<file path="src/rtl/qei_pkg.sv">
// rtl/qei_pkg.sv - shared widths, channel-state encodings and step decoder for the quadrature encoder interface
//
// Contents:
//   COUNT_W      width of the position counter
//   SYNC_STAGES  flops in each channel synchronizer
//   FILTER_LEN   consecutive identical samples needed by the optional glitch filter
//   UIO_OE_ALL   output-enable pattern for the bidirectional pins
//   qei_state_t  {A,B} channel states S00/S01/S11/S10
//   qei_step_t   decoded motion for one cycle
//   qei_decode   maps (previous, current) channel state to a step

package qei_pkg;

    localparam int COUNT_W     = 16;
    localparam int SYNC_STAGES = 2;
    localparam int FILTER_LEN  = 3;

    localparam logic [7:0] UIO_OE_ALL = 8'hFF;

    typedef enum logic [1:0] {
        S00 = 2'b00,
        S01 = 2'b01,
        S11 = 2'b11,
        S10 = 2'b10
    } qei_state_t;

    typedef enum logic [1:0] {
        STEP_NONE = 2'b00,
        STEP_FWD  = 2'b01,
        STEP_REV  = 2'b10
    } qei_step_t;

    // Gray-code walk: forward is 00->01->11->10->00, reverse is the opposite
    // direction. Equal states and two-bit jumps both decode as no motion.
    function automatic qei_step_t qei_decode(input qei_state_t prev, input qei_state_t cur);
        qei_step_t step;
        step = STEP_NONE;
        case ({prev, cur})
            {S00, S01}, {S01, S11}, {S11, S10}, {S10, S00}: step = STEP_FWD;
            {S00, S10}, {S10, S11}, {S11, S01}, {S01, S00}: step = STEP_REV;
            default:                                        step = STEP_NONE;
        endcase
        return step;
    endfunction

endpackage

</file>
<file path="src/rtl/qei_sync.sv">
// rtl/qei_sync.sv - per-channel input synchronizer with optional glitch filter
//
// Ports:
//   clk    system clock
//   rst_n  asynchronous active-low reset, clears every stage to 0
//   din    raw encoder channel pin
//   dout   synchronized (and, with QEI_GLITCH_FILTER_EN, filtered) channel level
//
// Configuration:
//   QEI_GLITCH_FILTER_EN  when defined, dout only follows the synchronized level
//                         after FILTER_LEN consecutive identical samples, which
//                         adds FILTER_LEN cycles of latency.

module qei_sync
    import qei_pkg::*;
(
    input  logic clk,
    input  logic rst_n,
    input  logic din,
    output logic dout
);

    logic [SYNC_STAGES-1:0] sync_q;

    always_ff @(posedge clk or negedge rst_n) begin
        if (!rst_n) begin
            sync_q <= '0;
        end else begin
            sync_q <= {sync_q[SYNC_STAGES-2:0], din};
        end
    end

`ifdef QEI_GLITCH_FILTER_EN

    // window holds the newest synchronized sample plus the FILTER_LEN-1 before it.
    logic [FILTER_LEN-2:0] hist_q;
    logic [FILTER_LEN-1:0] window;
    logic                  filt_q;

    assign window = {hist_q, sync_q[SYNC_STAGES-1]};

    always_ff @(posedge clk or negedge rst_n) begin
        if (!rst_n) begin
            hist_q <= '0;
            filt_q <= 1'b0;
        end else begin
            hist_q <= window[FILTER_LEN-2:0];
            if (&window) begin
                filt_q <= 1'b1;
            end else if (~|window) begin
                filt_q <= 1'b0;
            end
        end
    end

    assign dout = filt_q;

`else

    assign dout = sync_q[SYNC_STAGES-1];

`endif

endmodule

</file>
<file path="src/rtl/tt_um_jakedrew_qei.sv">
// rtl/tt_um_jakedrew_qei.sv - x4 quadrature encoder decoder with 16-bit position counter
//
// Ports:
//   ui_in[0]    encoder channel A
//   ui_in[1]    encoder channel B (ui_in[7:2] unused)
//   uo_out      {DIR, count[6:0]}, registered
//   uio_in      unused
//   uio_out     count[14:7], registered (count[15] is internal only)
//   uio_oe      constant 8'hFF
//   ena         ignored, block is always active
//   clk         system clock
//   rst_n       asynchronous active-low reset
//
// Configuration:
//   QEI_GLITCH_FILTER_EN  enables the per-channel glitch filter inside qei_sync.
//
// Pin-to-output latency: 2 sync + 1 decode/count + 1 output register = 4 cycles
// (7 with the glitch filter).

module tt_um_jakedrew_qei
    import qei_pkg::*;
(
    input  logic [7:0] ui_in,
    output logic [7:0] uo_out,
    input  logic [7:0] uio_in,
    output logic [7:0] uio_out,
    output logic [7:0] uio_oe,
    input  logic       ena,
    input  logic       clk,
    input  logic       rst_n
);

    logic               a_s;
    logic               b_s;
    qei_state_t         cur_ab;
    qei_state_t         prev_ab;
    qei_step_t          step;
    logic [COUNT_W-1:0] count;
    logic               dir;

    logic unused_inputs;
    assign unused_inputs = &{1'b0, ena, uio_in, ui_in[7:2]};

    qei_sync u_sync_a (
        .clk   (clk),
        .rst_n (rst_n),
        .din   (ui_in[0]),
        .dout  (a_s)
    );

    qei_sync u_sync_b (
        .clk   (clk),
        .rst_n (rst_n),
        .din   (ui_in[1]),
        .dout  (b_s)
    );

    assign cur_ab = qei_state_t'({a_s, b_s});

    // Resetting prev_ab to S00 means the first decode after release compares
    // against 00; a non-idle pin state at release yields one spurious step.
    always_ff @(posedge clk or negedge rst_n) begin
        if (!rst_n) begin
            prev_ab <= S00;
        end else begin
            prev_ab <= cur_ab;
        end
    end

    assign step = qei_decode(prev_ab, cur_ab);

    always_ff @(posedge clk or negedge rst_n) begin
        if (!rst_n) begin
            count <= '0;
            dir   <= 1'b0;
        end else begin
            case (step)
                STEP_FWD: begin
                    count <= count + COUNT_W'(1);
                    dir   <= 1'b1;
                end
                STEP_REV: begin
                    count <= count - COUNT_W'(1);
                    dir   <= 1'b0;
                end
                default: begin
                    count <= count;
                    dir   <= dir;
                end
            endcase
        end
    end

    always_ff @(posedge clk or negedge rst_n) begin
        if (!rst_n) begin
            uo_out  <= 8'h00;
            uio_out <= 8'h00;
        end else begin
            uo_out  <= {dir, count[6:0]};
            uio_out <= count[14:7];
        end
    end

    assign uio_oe = UIO_OE_ALL;

endmodule

</file>
<file path="config.mk">
export PLATFORM = sky130hd
export DESIGN_NAME = tt_um_jakedrew_qei
export DESIGN_NICKNAME = d
export VERILOG_FILES = /design/src/rtl/qei_pkg.sv /design/src/rtl/qei_sync.sv /design/src/rtl/tt_um_jakedrew_qei.sv
export SDC_FILE = /design/constraint.sdc
export NUM_CORES = 1
export LEC_CHECK = 0
export BUFFER_PORTS_ARGS = -buffer_cell sky130_fd_sc_hd__buf_2
export CAP_MARGIN = 30
export CORE_UTILIZATION = 55
export DETAILED_ROUTE_END_ITERATION = 6
export PLACE_DENSITY = 0.89
export SYNTH_ARGS = -nofsm -noshare
export SYNTH_HDL_FRONTEND = slang
export SYNTH_SLANG_ARGS = --single-unit
export TNS_END_PERCENT = 10
</file>
<file path="constraint.sdc">
create_clock -name clk -period 4.8 [get_ports clk]
set_clock_uncertainty 0.15 [all_clocks]
set_input_delay 0.24 -clock clk [delete_from_list [all_inputs] [get_ports clk]]
set_output_delay 0.24 -clock clk [all_outputs]
set_load 0.03 [all_outputs]
</file>
==> impl_metrics.tcl <==
set metrics [dict create \
    rrSetupSlack_ns 1.67 \
    synthDistinctLibCells 55 \
    hold_class "reg -> reg" \
    cts_tree "yes" \
    synthArstFlopShare_pct 100.0 \
    final-hold-violation-count 0 \
    ctsLongestPathBuffers 2 \
    netlist_instances 209 \
    diodes 0 \
    drive_gt1_share_pct 17.73 \
    dieArea_um2 4160 \
    layout_min_cycle_time_ns 3.132 \
    r2r_end "count[14]$_DFFE_PN0P_" \
    fin_nets 241 \
    cp_max_fo 46 \
    clkLatencyLatePin_ns 0.28 \
    dp_hpwl_mm 2.425 \
    critPathLaunchType "flip-flop" \
    pin_count 43 \
    worst-r2r-cell-count 10 \
    die_h_um 64.50 \
    drt-vias-per-instance 5.851 \
    netlist_area_um2 2148 \
    cp.arrival_ns 3.19 \
    globalplace.congestion 0.9059 \
    via_count 1568 \
    finalCritPeriodShare_pct 65.25 \
    status "completed" \
    setup_viol 0 \
    slew_violations 0 \
    layout_common_cells "38 x dfrtp_1, 22 x nor2_1, 19 x buf_2, 14 x xor2_1, 10 x a21oi_1" \
    grt_overflow_total 0 \
    area_growth_pct 7.455 \
    synth-seq-cells 38 \
    grt_usage_pct 20.64 \
    cts.repair.resized 0 \
    maxSlewHeadroom_pct 46.63 \
    dr.pass1.iters 6 \
    max_freq_mhz 319.3 \
    setup.worst_path.class "reg -> reg" \
    root_buffer "clkbuf_8" \
    tns_ns 0 \
    power_density_nw_per_um2 632.3 \
    fin_cells 268 \
    syn_avg_cell_area_um2 10.28 \
    hold_path_end "u_sync_a.sync_q[1]$_DFF_PN0_" \
    wl_per_cell_um 14.05 \
    drtAntennaViolNets 0 \
    synth_top_flop_cell "dfrtp_1" \
    rsz0062_at_grt "no" \
    cts_buffers 5 \
    core-area_um2 3716 \
    io_buffer_count 19 \
    cts_setup_buffers 0 \
    hold_path_depth 0 \
    ys_warn_count 0 \
    rows 22 \
    die_x_um 64.50 \
    crit_path_end_kind "flip-flop" \
    regToRegStartpoint "u_sync_b.sync_q[1]$_DFF_PN0_" \
    worst_pin_slew_ns 0.8005 \
    cts_hold_buf 3 \
    grt_max_degree 47 \
    grt_pass1_wl_mm 6.465 \
    peakVddDrop_mv 0.2472 \
    required_ns 4.85 \
    layout_commonest_cell "dfrtp_1" \
    drtIter0Drc 86 \
    h-tree-depth 2 \
    antenna_found_initial 0 \
    cts_sinks 38 \
    seq_area_frac_synth_pct 44.26 \
    clk_pin_slew_ns 0.07 \
    synth_edf_count 0 \
    leakage_nw 0.9680 \
    place_inst 257 \
    wl_mm 3.765 \
    hp-start "u_sync_a.sync_q[0]$_DFF_PN0_" \
    drc_errors 0 \
    grt_pass1_vias 1340 \
    drv_cap 0 \
    start_util_pct 57.81 \
]
layout make-up:
type	instances	area, um2
Clock buffer	7	76.32
Clock inverter	1	30.03
Fill cell	301	1408
Inverter	1	3.754
Multi-Input combinational cell	150	1055
Sequential cell	38	950.9
Tap cell	48	60.06
Timing Repair Buffer	23	132.6
synthesized netlist by cell type, types with 2 or more instances:
cell type	n	area, um2
o211a_1	2	20.02
o31a_1	2	17.52
buf_4	11	82.58
o21a_1	2	15.01
and3b_1	3	26.28
mux2i_1	3	30.03
or3_1	3	18.77
dfrtp_1	38	950.9
nor3_1	2	10.01
ha_1	3	37.54
nor3b_1	2	15.01
clkbuf_1	8	30.03
or4_1	2	15.01
a311oi_1	2	17.52
o21ai_0	9	45.04
buf_2	5	25.02
xor2_1	14	122.6
a21oi_1	10	50.05
nand3_1	6	30.03
and2_1	2	12.51
a22oi_1	2	15.01
nor2b_1	3	18.77
nand2_1	4	15.01
xnor2_1	9	78.83
o22ai_1	3	18.77
o22a_2	2	20.02
buf_6	2	22.52
nand4_1	3	18.77
nor4_1	4	25.02
nor2_1	22	82.58
a2bb2oi_1	2	17.52
critical path, cell delays in order, from the launching register on:
cell and delay (ns):
dfrtp_1 0.40, xor2_1 0.19, nor2_1 0.15, ha_1 0.20, buf_4 0.40, and4b_4 0.28
a2111oi_4 0.40, o22ai_1 0.27, o22ai_1 0.21, mux2i_1 0.26, xnor2_1 0.15
registers in the layout, indices dropped and copies added, names as in the netlist:
name             cells
uo_out               8
prev_ab              2
u_sync_a.sync_q      2
u_sync_b.sync_q      2
uio_out              8
dir                  1
count               15
worst max-delay path by stage:
stage                                 startpoint                     to  depth (start not counted)
global route        u_sync_b.sync_q[1]$_DFF_PN0_  count[14]$_DFFE_PN0P_                         10
finish              u_sync_b.sync_q[1]$_DFF_PN0_  count[14]$_DFFE_PN0P_                         10
detailed placement  u_sync_b.sync_q[1]$_DFF_PN0_  count[14]$_DFFE_PN0P_                         10
floorplan           u_sync_a.sync_q[1]$_DFF_PN0_  count[14]$_DFFE_PN0P_                         15
CTS                 u_sync_b.sync_q[1]$_DFF_PN0_  count[14]$_DFFE_PN0P_                         10
global placement    u_sync_b.sync_q[1]$_DFF_PN0_  count[14]$_DFFE_PN0P_                         10
layer usage:
| layer | vias to the layer above | GRT usage [%] | share of wire (%) |
|---|---|---|---|
| met2 | 55 | 30.66 | 48 |
| met3 | 6 | 5.810 | 6.0 |
| li1 | 756 | - | - |
| met4 | 0 | 8.333 | 1.7 |
| met1 | 751 | 28.26 | 45 |
| met5 | - | 0 | 0 |
power by group:
| group | switching (W) | internal (W) |
|---|---|---|
| logic | 0.000339 | 0.000223 |
| clock network | 0.000103 | 0.000155 |
| registers | 0.000188 | 0.000451 |
| total | 0.000630 | 0.000829 |
cell families (layout without fill, tap and decap cells):
| kind of cell | Yosys count | count (layout) | share of synthesized area, % |
|---|---|---|---|
| and+or+nand+nor | 65 | 65 | 17.65 |
| muxes | 4 | 4 | 1.922 |
| other | 1 | 8 | 0.1746 |
| xor gates and xnor gates | 23 | 23 | 9.377 |
| adders and majority gates | 3 | 3 | 1.747 |
| DFF | 38 | 38 | 44.26 |
| AOI/OAI and AO/OA | 47 | 47 | 17.01 |
| buffers and inverters | 28 | 32 | 7.862 |
metrics by stage:
| stage | hold slack (ns) | setup slack (ns) | util [%] | power [W] | area [um2] |
|---|---|---|---|---|---|
| 2_1_floorplan | -0.2056 | 1.459 | - | 0.001083 | 2175 |
| 6_report | 0.2078 | 1.668 | 62.12 | 0.001460 | 2308 |
| 3_5_place_dp | 0.1990 | 1.688 | 58.45 | 0.001200 | 2172 |
| 5_1_grt | 0.2160 | 1.430 | 62.12 | 0.001562 | 2308 |
| 4_1_cts | 0.2149 | 1.651 | 62.12 | 0.001466 | 2308 |
| 3_3_place_gp | 0.1825 | 1.758 | 58.45 | 0.001178 | 2172 |
Note: power is estimated with default switching activity, not from simulation.
